`config.mk`:
```
export PLATFORM = sky130hd
export DESIGN_NAME = adc_poller
export DESIGN_NICKNAME = d
export VERILOG_FILES = /design/src/rtl/adc_poller.sv
export SDC_FILE = /design/constraint.sdc
export NUM_CORES = 1
export LEC_CHECK = 0
export ABC_AREA = 1
export ABC_CLOCK_PERIOD_IN_PS = 3900
export CAP_MARGIN = 20
export CORE_MARGIN = 4
export CORE_UTILIZATION = 57
export DETAILED_ROUTE_END_ITERATION = 10
export DONT_BUFFER_PORTS = 1
export PLACE_DENSITY = 0.77
export SLEW_MARGIN = 20
export SYNTH_ARGS = -nofsm -noshare
export SYNTH_HDL_FRONTEND = slang
export SYNTH_SLANG_ARGS = --single-unit
```
`constraint.sdc`:
```
create_clock -name clk -period 3.9 [get_ports clk]
set_clock_uncertainty 0.2 [all_clocks]
set_input_delay 0.39 -clock clk [delete_from_list [all_inputs] [get_ports clk]]
set_output_delay 0.39 -clock clk [all_outputs]
set_load 0.1 [all_outputs]
```
`src/rtl/adc_poller.sv`:
```
// rtl/adc_poller.sv - Avalon-MM ADC poller: two init writes, round-robin channel reads, sweep averaging, transfer timeout
module adc_poller #(
  parameter int          N_CH     = 6,
  parameter int          DATA_W   = 12,
  parameter int          AVG_LOG2 = 0,
  parameter int          TIMEOUT  = 1024,
  parameter logic [31:0] INIT_WD  = 32'h0
) (
  input  logic                     clk,
  input  logic                     reset_n,
  input  logic                     enable,
  output logic                     avm_write,
  output logic                     avm_read,
  output logic [2:0]               avm_address,
  output logic [31:0]              avm_writedata,
  input  logic [31:0]              avm_readdata,
  input  logic                     avm_waitrequest,
  output logic [N_CH*DATA_W-1:0]   ch_data,
  output logic                     sweep_done,
  output logic                     timeout_err
);

  localparam int ACC_W = DATA_W + AVG_LOG2;
  localparam int CH_W  = (N_CH > 1) ? $clog2(N_CH) : 1;
  localparam int SW_W  = (AVG_LOG2 > 0) ? AVG_LOG2 : 1;
  localparam int WT_W  = $clog2(TIMEOUT + 1);

  localparam logic [CH_W-1:0] CH_LAST = CH_W'(N_CH - 1);
  localparam logic [SW_W-1:0] SW_LAST = SW_W'((1 << AVG_LOG2) - 1);
  localparam logic [WT_W-1:0] WT_MAX  = WT_W'(TIMEOUT);

  localparam logic [2:0] S_IDLE    = 3'd0;
  localparam logic [2:0] S_WR0     = 3'd1;
  localparam logic [2:0] S_WR1     = 3'd2;
  localparam logic [2:0] S_RD      = 3'd3;
  localparam logic [2:0] S_PUBLISH = 3'd4;

  logic [2:0]              r_state;
  logic [CH_W-1:0]         r_ch_idx;
  logic [SW_W-1:0]         r_sweep_cnt;
  logic [WT_W-1:0]         r_wait_cnt;
  logic                    r_init_done;
  logic [ACC_W-1:0]        r_acc [N_CH];
  logic [N_CH*DATA_W-1:0]  r_ch_data;
  logic                    r_sweep_done;
  logic                    r_timeout_err;

  logic                    w_xfer_state;
  logic                    w_timeout;
  logic                    w_req;
  logic                    w_done;
  logic                    w_first_sweep;
  logic [DATA_W-1:0]       w_sample;
  logic                    w_unused_rd;

  // The request is withdrawn combinationally in the cycle the wait counter hits its limit
  assign w_xfer_state  = (r_state == S_WR0) || (r_state == S_WR1) || (r_state == S_RD);
  assign w_timeout     = w_xfer_state && (r_wait_cnt == WT_MAX);
  assign w_req         = w_xfer_state && !w_timeout;
  assign w_done        = w_req && !avm_waitrequest;
  assign w_first_sweep = (r_sweep_cnt == '0);
  assign w_sample      = avm_readdata[DATA_W-1:0];
  assign w_unused_rd   = ^avm_readdata;

  assign avm_write     = w_req && (r_state != S_RD);
  assign avm_read      = w_req && (r_state == S_RD);
  assign avm_writedata = INIT_WD;
  assign ch_data       = r_ch_data;
  assign sweep_done    = r_sweep_done;
  assign timeout_err   = r_timeout_err;

  // Address decode: register index for init writes, channel index for reads
  always_comb begin
    avm_address = 3'd0;
    if (r_state == S_WR1) begin
      avm_address = 3'd1;
    end else if (r_state == S_RD) begin
      avm_address = 3'(r_ch_idx);
    end
  end

  // Consecutive stall cycles of the current transfer
  always_ff @(posedge clk or negedge reset_n) begin
    if (!reset_n) begin
      r_wait_cnt <= '0;
    end else if (!w_xfer_state || w_done || w_timeout) begin
      r_wait_cnt <= '0;
    end else if (avm_waitrequest) begin
      r_wait_cnt <= r_wait_cnt + 1'b1;
    end
  end

  // Sequencer: init writes, channel sweeps, averaging, publish and timeout recovery
  always_ff @(posedge clk or negedge reset_n) begin
    if (!reset_n) begin
      r_state       <= S_IDLE;
      r_ch_idx      <= '0;
      r_sweep_cnt   <= '0;
      r_init_done   <= 1'b0;
      r_ch_data     <= '0;
      r_sweep_done  <= 1'b0;
      r_timeout_err <= 1'b0;
      for (int k = 0; k < N_CH; k++) begin
        r_acc[k] <= '0;
      end
    end else begin
      r_sweep_done <= (r_state == S_PUBLISH);
      if (w_timeout) begin
        r_timeout_err <= 1'b1;
        r_init_done   <= 1'b0;
        r_ch_idx      <= '0;
        r_sweep_cnt   <= '0;
        r_state       <= S_IDLE;
      end else begin
        case (r_state)
          S_IDLE: begin
            if (enable) begin
              r_state <= r_init_done ? S_RD : S_WR0;
            end
          end
          S_WR0: begin
            if (w_done) begin
              r_state <= S_WR1;
            end
          end
          S_WR1: begin
            if (w_done) begin
              r_init_done <= 1'b1;
              r_state     <= S_RD;
            end
          end
          S_RD: begin
            if (w_done) begin
              for (int k = 0; k < N_CH; k++) begin
                if (CH_W'(k) == r_ch_idx) begin
                  r_acc[k] <= w_first_sweep ? ACC_W'(w_sample)
                                            : r_acc[k] + ACC_W'(w_sample);
                end
              end
              if (r_ch_idx == CH_LAST) begin
                r_ch_idx <= '0;
                if (r_sweep_cnt == SW_LAST) begin
                  r_sweep_cnt <= '0;
                  r_state     <= S_PUBLISH;
                end else begin
                  r_sweep_cnt <= r_sweep_cnt + 1'b1;
                  r_state     <= enable ? S_RD : S_IDLE;
                end
              end else begin
                r_ch_idx <= r_ch_idx + 1'b1;
              end
            end
          end
          S_PUBLISH: begin
            for (int k = 0; k < N_CH; k++) begin
              r_ch_data[k*DATA_W +: DATA_W] <= DATA_W'(r_acc[k] >> AVG_LOG2);
            end
            r_state <= enable ? S_RD : S_IDLE;
          end
          default: r_state <= S_IDLE;
        endcase
      end
    end
  end

endmodule

```
* After elaboration in Yosys (flattened, before gate mapping) *
Cells that the tools add are included.

word-level totals
  register bits after elaboration = 165
  latch bits = 0
  RAM bits = 0
  ROM bits = 0
  input bits = 36
  output and inout bits = 111
  word-level logic and storage cells = 103
  memories = 0

operators by class
  $add $sub $neg = 9
  multipliers = 0
  div/mod/pow operators = 0
  magnitude comparators = 0
  equality and inequality tests = 17
  shift-type cells = 0
  multiplexer cells = 32
  bitwise gates (word level) = 1
  reductions and logical operators = 30

operators with widths
  kind                                                    count
  adder 12 bit                                            6
  two-way mux 12 bit                                      6
  two-way mux 3 bit                                       13
  AND reduction 4 bit                                     6
  two-way mux 11 bit                                      2
  case mux 3 bit (5 select lines)                         1
  inequality test 3 bit (second input constant)           4
  adder 11 x 1 -> 11 bit (second input constant)          1
  == test 11 bit (second input constant)                  1
  nonzero test 2 bit                                      5
  two-way mux 1 bit                                       8
  == test 2 x 3 -> 1 bit (first input constant)           2
  == test 3 x 2 -> 1 bit (second input constant)          2
  == test 3 bit (first input constant)                    2
  == test 3 bit (second input constant)                   2
  zero test 3 bit                                         2
  inequality test 3 x 2 -> 1 bit (second input constant)  2
  AND reduction 2 bit                                     3
  logical AND 1 bit                                       5
  AND reduction 5 bit                                     1
  logical OR 1 bit                                        4
  two-way mux 2 bit                                       2
  adder 3 x 1 -> 3 bit (second input constant)            1
  == test 1 x 3 -> 1 bit (first input constant)           1
  5 further kinds                                         7

* Longest topological paths before layout *
Gate-level depths: netlist of run 1.

  depth after elaboration = 10
  gate-level depth with buffers = 9
  gate-level depth less buffers = 9

* Worst setup path before layout of run 1 *
OpenSTA, ideal clock, no wires.

  path type = reg-to-output
  start = register r_state[2]
  end = output avm_address[0]
  data arrival time = 2,869 ps
  required time = 3,310 ps
  path slack = 441 ps
  cell stages (with the launch flop) = 5
  buffers on the path = 1
  path through = dfrtp_1 -> inv_1 -> nand3_1 -> buf_2 -> o21ai_0

on the way
  cells in the longest elaborated chain, start to end = 3
  elaborated cells between the ends (all ways) = 4
  classes of those cells = 2 x eq/ne; 2 x mux

ends and longest elaborated chain
  what                      line  text
  start: declaration        38    logic [2:0] r_state;
  start signal: assignment  118   r_state <= r_init_done ? S_RD : S_WR0;
  start signal: assignment  147   r_state <= enable ? S_RD : S_IDLE;
  start signal: assignment  158   r_state <= enable ? S_RD : S_IDLE;
  == test 3 x 2 -> 1 bit    77    end else if (r_state == S_RD) begin
  two-way mux 3 bit         77
  two-way mux 3 bit *       75    if (r_state == S_WR1) begin
  end: declaration          14    output logic [2:0] avm_address,

Mark *: on every way between the ends. The rest lies on a longest branch, timed or not.

* Worst setup path in the final report of run 1 *
  start = register r_state[2]
  end = output avm_address[2]

The elaborated chain is that of the path after synthesis.

==> out/metrics.yaml, run 1 <==
detailed_routing:
  first_iter_violations: 457
  dr.pass1.iters: 5
  drt-total-wl_mm: 14.9
  drc_errors: 0
  wl_per_cell_um: 16.6
  final_antenna_net_count: 0
  num_vias: 4787
  viasPerCell: 5.31
timing:
  finalSetupViolCount: 0
  holdWs_ns: -0.539
  fin_crit_ns: 2.92
  slew_headroom: 0.288
  tightestPinTransition_ns: 1.07
  fmax_mhz: 342
  rsz0062_at_grt: "no"
  drv_slew: 0
  setup-tns-final_ns: 0
  period_share: 0.750
  post-route-worst-setup-slack_ns: 0.975
  hold_violations: 164
critical_path:
  critPathKind: "reg -> out"
  worst_ep_arrival_time_ns: 2.33
  cp.required_ns: 3.31
  endpoint_kind: "output port"
  crit_fanout: 11
  cp-start-kind: "flop"
pwr:
  ir_worst_vdd_mv: 0.368
  p_leak_nw: 3.93
  power_density_nw_per_um2: 697
finish:
  final_nets: 785
  mostFrequentLayoutCells: "nand2_1, dfrtp_1, o21ai_1"
  final_common_cell: "nand2_1"
  antennaDiodeCount: 0
  area_delta_synth_final_pct: 7.47
  fillers: 962
  fin_util: 0.635
  drive_gt1_frac: 0.0831
synth:
  netlist_area_um2: 6860
  synth-edff-count: 0
  ys_warn_count: 0
  synth_cells: 754
  synth_area_leaders: "dfrtp_1, nand2_1, o21ai_1, buf_4, inv_1"
  netlist-cell-type-count: 32
  syn_avg_cell_area_um2: 9.10
  async_reset_ff_frac: 1.00
  yosysSeqAreaShare: 0.598
  yosys.area.top_type: "dfrtp_1"
  ys_ff_latch: 164
  ys.flop_type: "dfrtp_1"
  netlist.area_leader.share: 0.598
floorplan:
  core_um2: 11600
  rows: 39
  initial_core_util: 0.591
  die_w_um: 118
  ioPinCount: 147
  die_h_um: 118
  dieArea_um2: 13900
clocking:
  cts_setup_buffers: 0
  clock_path_buffers: 2
  root_buffer: "clkbuf_16"
  numClockSinks: 164
  cts_tree: "built"
  h-tree-depth: 4
  clk_latency_ns: 0.42
  clk_pin_slew_ns: 0.06
  cts-buffers-inserted: 17
  ctsResizeCount: 0
global_route:
  grt_first_pass_wirelength_mm: 24.7
  gr-total-overflow: 0
  grt_antenna_before_repair: 0
  grt_use_total: 0.227
  grt_pass1_vias: 4771
  grt_max_degree: 165
min_path:
  hold_class: "in -> async"
place:
  place_ws_ns: 1.42
  io_buffers: 0
  gp_congestion: 0.858
  dp_hpwl_mm: 9.56
job:
  maxCapViolCount: 0
run_status:
  violations: "hold timing"
  status: "complete, but fails checks"
## through the flow
| step | power, W | instance area [um^2] | cells | hold slack (ns) |
|---|---|---|---|---|
| CTS | 0.00517 | 7380 | 901 | -0.554 |
| global placement | 0.00334 | 6750 | 870 | -0.0981 |
| global route | 0.00541 | 7380 | 901 | -0.571 |
| detailed placement | 0.00340 | 6750 | 870 | -0.101 |
| finish | 0.00514 | 7380 | 901 | -0.539 |
| floorplan | 0.00322 | 6980 | 785 | -0.106 |
## worst max-delay path: stages (launching register included)
cell     delay [ns]
dfrtp_1        0.47
inv_1          0.12
nand3_1        0.36
nor2_2         0.96
## path summary, 6_finish.rpt
path                                         from                        end  slack [ns]  cells after the start
setup / recovery           r_state[2]$_DFFE_PN0P_             avm_address[2]        0.98                      3
hold / removal                            reset_n  r_wait_cnt[2]$_DFFE_PN0P_       -0.54                      0
setup reg to reg           r_state[2]$_DFFE_PN0P_      r_acc[60]$_DFFE_PN0P_        1.58                      6
hold reg to reg              r_acc[7]$_DFFE_PN0P_    ch_data[67]$_DFFE_PN0P_        0.28                      2
max in group asynchronous                 reset_n      r_acc[11]$_DFFE_PN0P_        3.74                      0
min in group clk                  avm_readdata[4]      r_acc[40]$_DFFE_PN0P_        0.09                      2
## cells by family (layout without fill, tap and decap cells)
logic type / Yosys count / after routing / synth area share
compound gates: 83 / 83 / 0.0707
xor+xnor: 3 / 3 / 0.00383
fa+ha+maj: 3 / 3 / 0.00547
buf+inv: 103 / 76 / 0.0891
flops: 164 / 164 / 0.598
other cells: 1 / 32 / 0.000546
simple gates: 397 / 397 / 0.232
## registers in the layout, indices dropped and copies added (netlist names)
| name | cells |
|---|---|
| sweep_done | 1 |
| timeout_err | 1 |
| r_ch_idx | 3 |
| r_acc | 72 |
| r_init_done | 1 |
| r_wait_cnt | 11 |
| ch_data | 72 |
| r_state | 3 |
## synthesized netlist by cell type, types with 2 or more instances
cell type	n
a21oi_1	3
buf_2	9
buf_4	32
buf_6	11
clkbuf_1	9
dfrtp_1	164
ha_1	3
inv_1	40
nand2_1	328
nand3_1	16
nand3_2	6
nand4_1	4
nor2_1	27
nor3_1	9
nor3b_1	2
o21ai_0	4
o21ai_1	59
o21ai_2	13
xor2_1	2
## per-layer routing
| metal | global-route usage | part of all wire | routed length, um |
|---|---|---|---|
| met1 | 0.288 | 0.41 | 6160 |
| met2 | 0.360 | 0.49 | 7280 |
| met4 | 0.0659 | 0.0095 | 142 |
| met3 | 0.0927 | 0.091 | 1360 |
| met5 | 0 | 0 | 0 |
## layout make-up
type | count | area, um^2 | share of cell area
repair buffers | 5 | 37.5 | 0.00509
clock inverters | 9 | 151 | 0.0205
clock buffers | 22 | 474 | 0.0643
flip-flops and latches | 164 | 4100 | 0.556
well taps | 143 | 179 | 0.0243
inverters | 40 | 150 | 0.0204
multi-input cells | 518 | 2280 | 0.309
## power breakdown
part	total [W]	switching [W]	internal, W
Clock	0.00176	0.000639	0.00112
Sequential	0.00237	0.000346	0.00203
Combinational	0.00101	0.000731	0.000282
(Power assumes the default switching activity.)
==> run 2, diff against run 1 <==
--- a/config.mk
+++ b/config.mk
@@ -6,7 +6,7 @@
 export NUM_CORES = 1
 export LEC_CHECK = 0
 export ABC_AREA = 1
-export ABC_CLOCK_PERIOD_IN_PS = 3900
+export ABC_CLOCK_PERIOD_IN_PS = 2700
 export CAP_MARGIN = 20
 export CORE_MARGIN = 4
 export CORE_UTILIZATION = 57
==> constraint.sdc (replaced) <==
create_clock -name clk -period 2.7 [get_ports clk]
set_clock_uncertainty 0.2 [all_clocks]
set_input_delay 0.27 -clock clk [delete_from_list [all_inputs] [get_ports clk]]
set_output_delay 0.27 -clock clk [all_outputs]
set_load 0.1 [all_outputs]
==> run 2 against run 1 <==
The run still ends with hold timing left. Via count rose by 1.3%. Cell count rose by 1.2%. Sequential power rose by 44%.
==> out/metrics.yaml, run 2 (same netlist as run 1, synthesis figures left out) <==
run_status:
  status: "complete, but fails checks"
  violations: "hold timing"
finish:
  fin_util: 0.643  # +0.00743
  final_nets: 796  # +1.4%
  area_delta_synth_final_pct: 8.73
  antennaDiodeCount: 0  # unchanged
  fin_area_um2: 7460  # +1.2%
  final_common_cell: "nand2_1"
  fillers: 958  # -0.42%
  mostFrequentLayoutCells: "nand2_1, dfrtp_1, o21ai_1"
  finalNonFillerCells: 912  # +1.2%
  drive_gt1_frac: 0.0871  # +0.00401
timing:
  hold_violations: 164  # unchanged
  period_share: 0.911
  fmax_mhz: 407
  drv_slew: 0  # unchanged
  tightestPinTransition_ns: 0.966  # -0.101 ns
  rsz0062_at_grt: "no"
  finalSetupViolCount: 0  # unchanged
  slew_headroom: 0.356  # +0.0679
  fin_crit_ns: 2.46
  holdWs_ns: -0.664  # -0.125 ns
detailed_routing:
  num_vias: 4850  # +1.3%
  final_antenna_net_count: 0  # unchanged
  viasPerCell: 5.32  # about the same
  first_iter_violations: 483  # +5.7%
  wl_per_cell_um: 16.6  # -0.19%
  drt-total-wl_mm: 15.1  # +1.0%
  dr.pass1.iters: 5  # unchanged
  drc_errors: 0  # unchanged
critical_path:
  cp_cell_sequence: "inv_1 > ha_1 > nand2_1 > nor2_1 > a21boi_4 > inv_1 > nor2_2 > buf_4"
  worst_ep_arrival_time_ns: 1.99  # -0.34 ns
  critical_path.startpoint: "r_wait_cnt[1]$_DFFE_PN0P_"
  crit_fanout: 4  # -7
  reg2regPathDepth: 10  # +4
  path_common_cell: "inv_1"
  endpoint_kind: "output port"
  regToRegSetupSlack_ns: 0.30  # -1.28 ns
  reg2reg_to: "r_state[1]$_DFFE_PN0P_"
  cp.required_ns: 2.23  # -1.08 ns
  critPathMaxStageDelay_ns: 0.41  # -0.55 ns
  critPathKind: "reg -> out"
  cp-endpoint: "avm_read"
  slowest_stage: "dfrtp_1"
  cp-start-kind: "flop"
  worst_r2r_startpoint: "r_state[1]$_DFFE_PN0P_"
global_route:
  grt_pass1_vias: 4699  # -1.5%
  grt_max_degree: 165  # unchanged
  gr-total-overflow: 0  # unchanged
  grt_first_pass_wirelength_mm: 24.7  # -0.25%
  grt_antenna_before_repair: 0  # unchanged
  grt_use_total: 0.226  # -0.00103
clocking:
  clock_path_buffers: 2  # unchanged
  clk_latency_ns: 0.42  # about the same
  numClockSinks: 164  # unchanged
  clk_pin_slew_ns: 0.06  # about the same
  h-tree-depth: 4  # unchanged
  cts_tree: "built"
  cts_hold_buf: 6
  ctsResizeCount: 0  # unchanged
  root_buffer: "clkbuf_16"
  cts-buffers-inserted: 17  # unchanged
pwr:
  p_leak_nw: 3.97  # +0.89%
  ir_worst_vdd_mv: 0.504  # +37%
  power_density_nw_per_um2: 988  # +42%
place:
  io_buffers: 0  # unchanged
  dp_hpwl_mm: 9.54  # -0.19%
  dp.cells: 874  # +0.46%
  place_area_um2: 6790  # +0.63%
  gp_congestion: 0.816  # -4.9%
floorplan:
  core_um2: 11600  # unchanged
  initial_core_util: 0.591  # unchanged
  rows: 39  # unchanged
  dieArea_um2: 13900  # unchanged
  ioPinCount: 147  # unchanged
  die_w_um: 118  # unchanged
  die_h_um: 118  # unchanged
job:
  maxCapViolCount: 0  # unchanged
min_path:
  hold_class: "in -> async"
run 2: worst max-delay path: cells and delay by family, from the launching register on:
kind	cells	cell delay (ns)
buf+inv	3	0.47
simple gates	3	0.43
flops	1	0.41
fa+ha+maj	1	0.19
compound gates	1	0.09
run 2: how the worst min path moves through the flow:
| stage | startpoint | to | slack, ns | cells past startpoint |
|---|---|---|---|---|
| 3_3_place_gp | reset_n | r_wait_cnt[3]$_DFFE_PN0P_ | -0.22 | 0 |
| 6_report | reset_n | r_wait_cnt[5]$_DFFE_PN0P_ | -0.66 | 0 |
| 5_1_grt | reset_n | r_wait_cnt[5]$_DFFE_PN0P_ | -0.68 | 0 |
| 3_5_place_dp | reset_n | r_wait_cnt[4]$_DFFE_PN0P_ | -0.22 | 0 |
| 4_1_cts | reset_n | ch_data[40]$_DFFE_PN0P_ | -0.67 | 0 |
| 2_1_floorplan | reset_n | ch_data[0]$_DFFE_PN0P_ | -0.23 | 0 |
run 2: cell type report:
cell class	count	area [um^2]	area share
well taps	143	179	0.0240
clock inverters	8	124	0.0166
multi-input cells	518	2280	0.306
repair buffers	16	148	0.0198
inverters	40	150	0.0201
flip-flops and latches	164	4100	0.550
clock buffers	23	478	0.0640
run 2: stage by stage:
step,setup WS [ns],total power (W),setup TNS (ns)
2_1_floorplan,-0.158,0.00465,-0.317
3_3_place_gp,0.507,0.00484,0
3_5_place_dp,0.445,0.00491,0
4_1_cts,0.0554,0.00740,0
5_1_grt,0.0989,0.00776,0
6_report,0.241,0.00737,0
run 2: power breakdown:
part	internal (W)	switching (W)	total, W	leakage, nW
logic	0.000449	0.00105	0.00150	1.44
clock network	0.00152	0.000932	0.00245	0.290
registers	0.00293	0.000491	0.00342	2.23
total	0.00490	0.00247	0.00737	3.97
run 2: routing by layer:
layer / vias to the layer above / share of wire / global-route usage
li1: 2302 / - / -
met4: 0 / 0.018 / 0.0762
met5: - / 0 / 0
met1: 2351 / 0.43 / 0.292
met2: 178 / 0.47 / 0.358
met3: 19 / 0.078 / 0.0783
run 2: repair_timing:
action,CTS,global route
endpoints found under the setup margin,0,2
buffers inserted,0,1
endpoints found under the hold margin,181,164
==> run 3, diff against run 2 <==
--- a/config.mk
+++ b/config.mk
@@ -7,8 +7,8 @@
 export LEC_CHECK = 0
 export ABC_AREA = 1
 export ABC_CLOCK_PERIOD_IN_PS = 2700
-export CAP_MARGIN = 20
-export CORE_MARGIN = 4
+export CAP_MARGIN = 10
+export CORE_MARGIN = 2
 export CORE_UTILIZATION = 57
 export DETAILED_ROUTE_END_ITERATION = 10
 export DONT_BUFFER_PORTS = 1
==> run 3 against run 2 <==
Critical endpoint is now avm_write. Non-clock buffer count increased by 2. Flip-flop and latch count did not move. The run still ends with hold timing left. Worst setup slack got worse by 0.011 ns. Count of clock-buffer cells in the layout decreased by 1. Register-to-register slack gained 0.20 ns. Core utilization is 1.5 points lower. Total power decreased by 0.79%. Global-route usage is 2.5 points higher.
==> out/metrics.yaml, run 3 (same netlist as run 1, synthesis figures left out) <==
run_status:
  status: "complete, but fails checks"
  violations: "hold timing"
place:
  dp_hpwl_mm: 9.30  # -2.6%
  gp_congestion: 0.850  # +4.1%
  io_buffers: 0  # unchanged
  dp.cells: 880  # +0.69%
  place_ws_ns: 0.427  # -0.0183 ns
job:
  maxCapViolCount: 0  # unchanged
timing:
  finalSetupViolCount: 0  # unchanged
  period_share: 0.915  # +0.00424
  hold_violations: 164  # unchanged
  tightestPinTransition_ns: 0.964  # -0.00115 ns
  drv_slew: 0  # unchanged
  post-route-worst-setup-slack_ns: 0.230  # -0.0115 ns
  setup-tns-final_ns: 0  # unchanged
  fin_crit_ns: 2.47  # +0.0115 ns
  rsz0062_at_grt: "no"
  slew_headroom: 0.357  # +0.000765
  holdWs_ns: -0.655  # +0.00970 ns
  fmax_mhz: 405  # -0.46%
global_route:
  grt_max_degree: 165  # unchanged
  grt_pass1_vias: 4760  # +1.3%
  grt_first_pass_wirelength_mm: 24.7  # -0.11%
  grt_use_total: 0.250  # +0.0245
  gr-total-overflow: 0  # unchanged
  grt_antenna_before_repair: 0  # unchanged
clocking:
  h-tree-depth: 4  # unchanged
  cts_hold_buf: 6  # unchanged
  clk_pin_slew_ns: 0.06  # about the same
  cts-buffers-inserted: 17  # unchanged
  cts_tree: "built"
  root_buffer: "clkbuf_16"
  clock_path_buffers: 2  # unchanged
  numClockSinks: 164  # unchanged
  ctsResizeCount: 0  # unchanged
  clk_latency_ns: 0.42  # about the same
detailed_routing:
  dr.pass1.iters: 5  # unchanged
  wl_per_cell_um: 16.2  # -1.9%
  viasPerCell: 5.31  # -0.20%
  num_vias: 4867  # +0.35%
  drt-total-wl_mm: 14.9  # -1.4%
  first_iter_violations: 358  # -26%
  final_antenna_net_count: 0  # unchanged
  drc_errors: 0  # unchanged
pwr:
  ir_worst_vdd_mv: 0.522  # +3.5%
  fin_total_pwr_w: 0.00732  # -0.79%
  power_density_nw_per_um2: 983  # -0.54%
  p_leak_nw: 3.96  # -0.18%
critical_path:
  critPathKind: "reg -> out"
  worst_ep_arrival_time_ns: 2.00  # about the same
  crit_fanout: 7  # +3
  cp.required_ns: 2.23  # about the same
  slowest_stage: "dfrtp_1"
  cp-start-kind: "flop"
  critPathMaxStageDelay_ns: 0.49  # +0.08 ns
  endpoint_kind: "output port"
  cp_cell_sequence: "inv_1 > nand3_1 > buf_4 > inv_1 > nor2_2 > buf_4"
floorplan:
  die_w_um: 114  # -3.4%
  die_h_um: 114  # -3.4%
  initial_core_util: 0.579  # -0.0123
  dieArea_um2: 12900  # -6.7%
  core_um2: 11900  # +2.1%
  rows: 40  # +2.6%
  ioPinCount: 147  # unchanged
finish:
  final_common_cell: "nand2_1"
  final_nets: 798  # +0.25%
  drive_gt1_frac: 0.0896  # +0.00248
  area_delta_synth_final_pct: 8.46
  antennaDiodeCount: 0  # unchanged
  mostFrequentLayoutCells: "nand2_1, dfrtp_1, o21ai_1"
  finalNonFillerCells: 917  # +0.55%
min_path:
  hold_class: "in -> async"
-- run 3: cell types whose count changed in the layout (fill, tap and decap cells not counted) --
cell and change:
buf_4 +3, clkbuf_1 -1, buf_12 -1, bufinv_16 -1
clkinvlp_4 +1
-- run 3: power by group --
part | internal (W) | total, W | switching [W]
clock network | 0.00142 | 0.00236 | 0.000936
logic | 0.000445 | 0.00153 | 0.00108
registers | 0.00293 | 0.00343 | 0.000499
total | 0.00480 | 0.00732 | 0.00252
-- run 3: final timing paths --
kind / start / to / slack (ns) / cells past startpoint
max: r_state[2]$_DFFE_PN0P_ / avm_write / 0.23 / 6
min: reset_n / r_wait_cnt[2]$_DFFE_PN0P_ / -0.65 / 0
max reg2reg: r_state[2]$_DFFE_PN0P_ / r_ch_idx[2]$_DFFE_PN0P_ / 0.50 / 7
min reg2reg: r_acc[17]$_DFFE_PN0P_ / ch_data[53]$_DFFE_PN0P_ / 0.27 / 2
max in group asynchronous: reset_n / ch_data[61]$_DFFE_PN0P_ / 2.65 / 0
min in group clk: avm_readdata[8] / r_acc[44]$_DFFE_PN0P_ / 0 / 2
-- run 3: cell type report --
type / count / area [um^2]
Sequential cell: 164 / 4100
Tap cell: 147 / 184
Clock inverter: 8 / 101
Multi-Input combinational cell: 518 / 2280
Fill cell: 959 / 4420
Timing Repair Buffer: 18 / 150
Inverter: 40 / 150
Clock buffer: 22 / 474
-- run 3: critical path: cells and delay by family, from the launching register on --
kind	cells	cell delay, ns
flops	1	0.49
buf+inv	4	0.71
simple gates	2	0.37
-- run 3: through the flow --
stage | cell area, um^2 | utilization
2_1_floorplan | 6980 | -
3_3_place_gp | 6800 | 0.573
3_5_place_dp | 6800 | 0.573
4_1_cts | 7440 | 0.627
5_1_grt | 7440 | 0.628
6_report | 7440 | 0.628
-- run 3: per-layer routing --
layer	up-vias	GRT usage	wire, um
met5	-	0	0
met4	0	0.0780	224
met3	25	0.0786	1080
met2	189	0.397	7210
met1	2348	0.334	6370
li1	2305	-	-
-- run 3: what timing repair did --
item | 4_1_cts | 5_1_grt
endpoints found under the hold margin | 180 | 164
setup endpoints to repair | 0 | 2
buffers inserted | 0 | 1
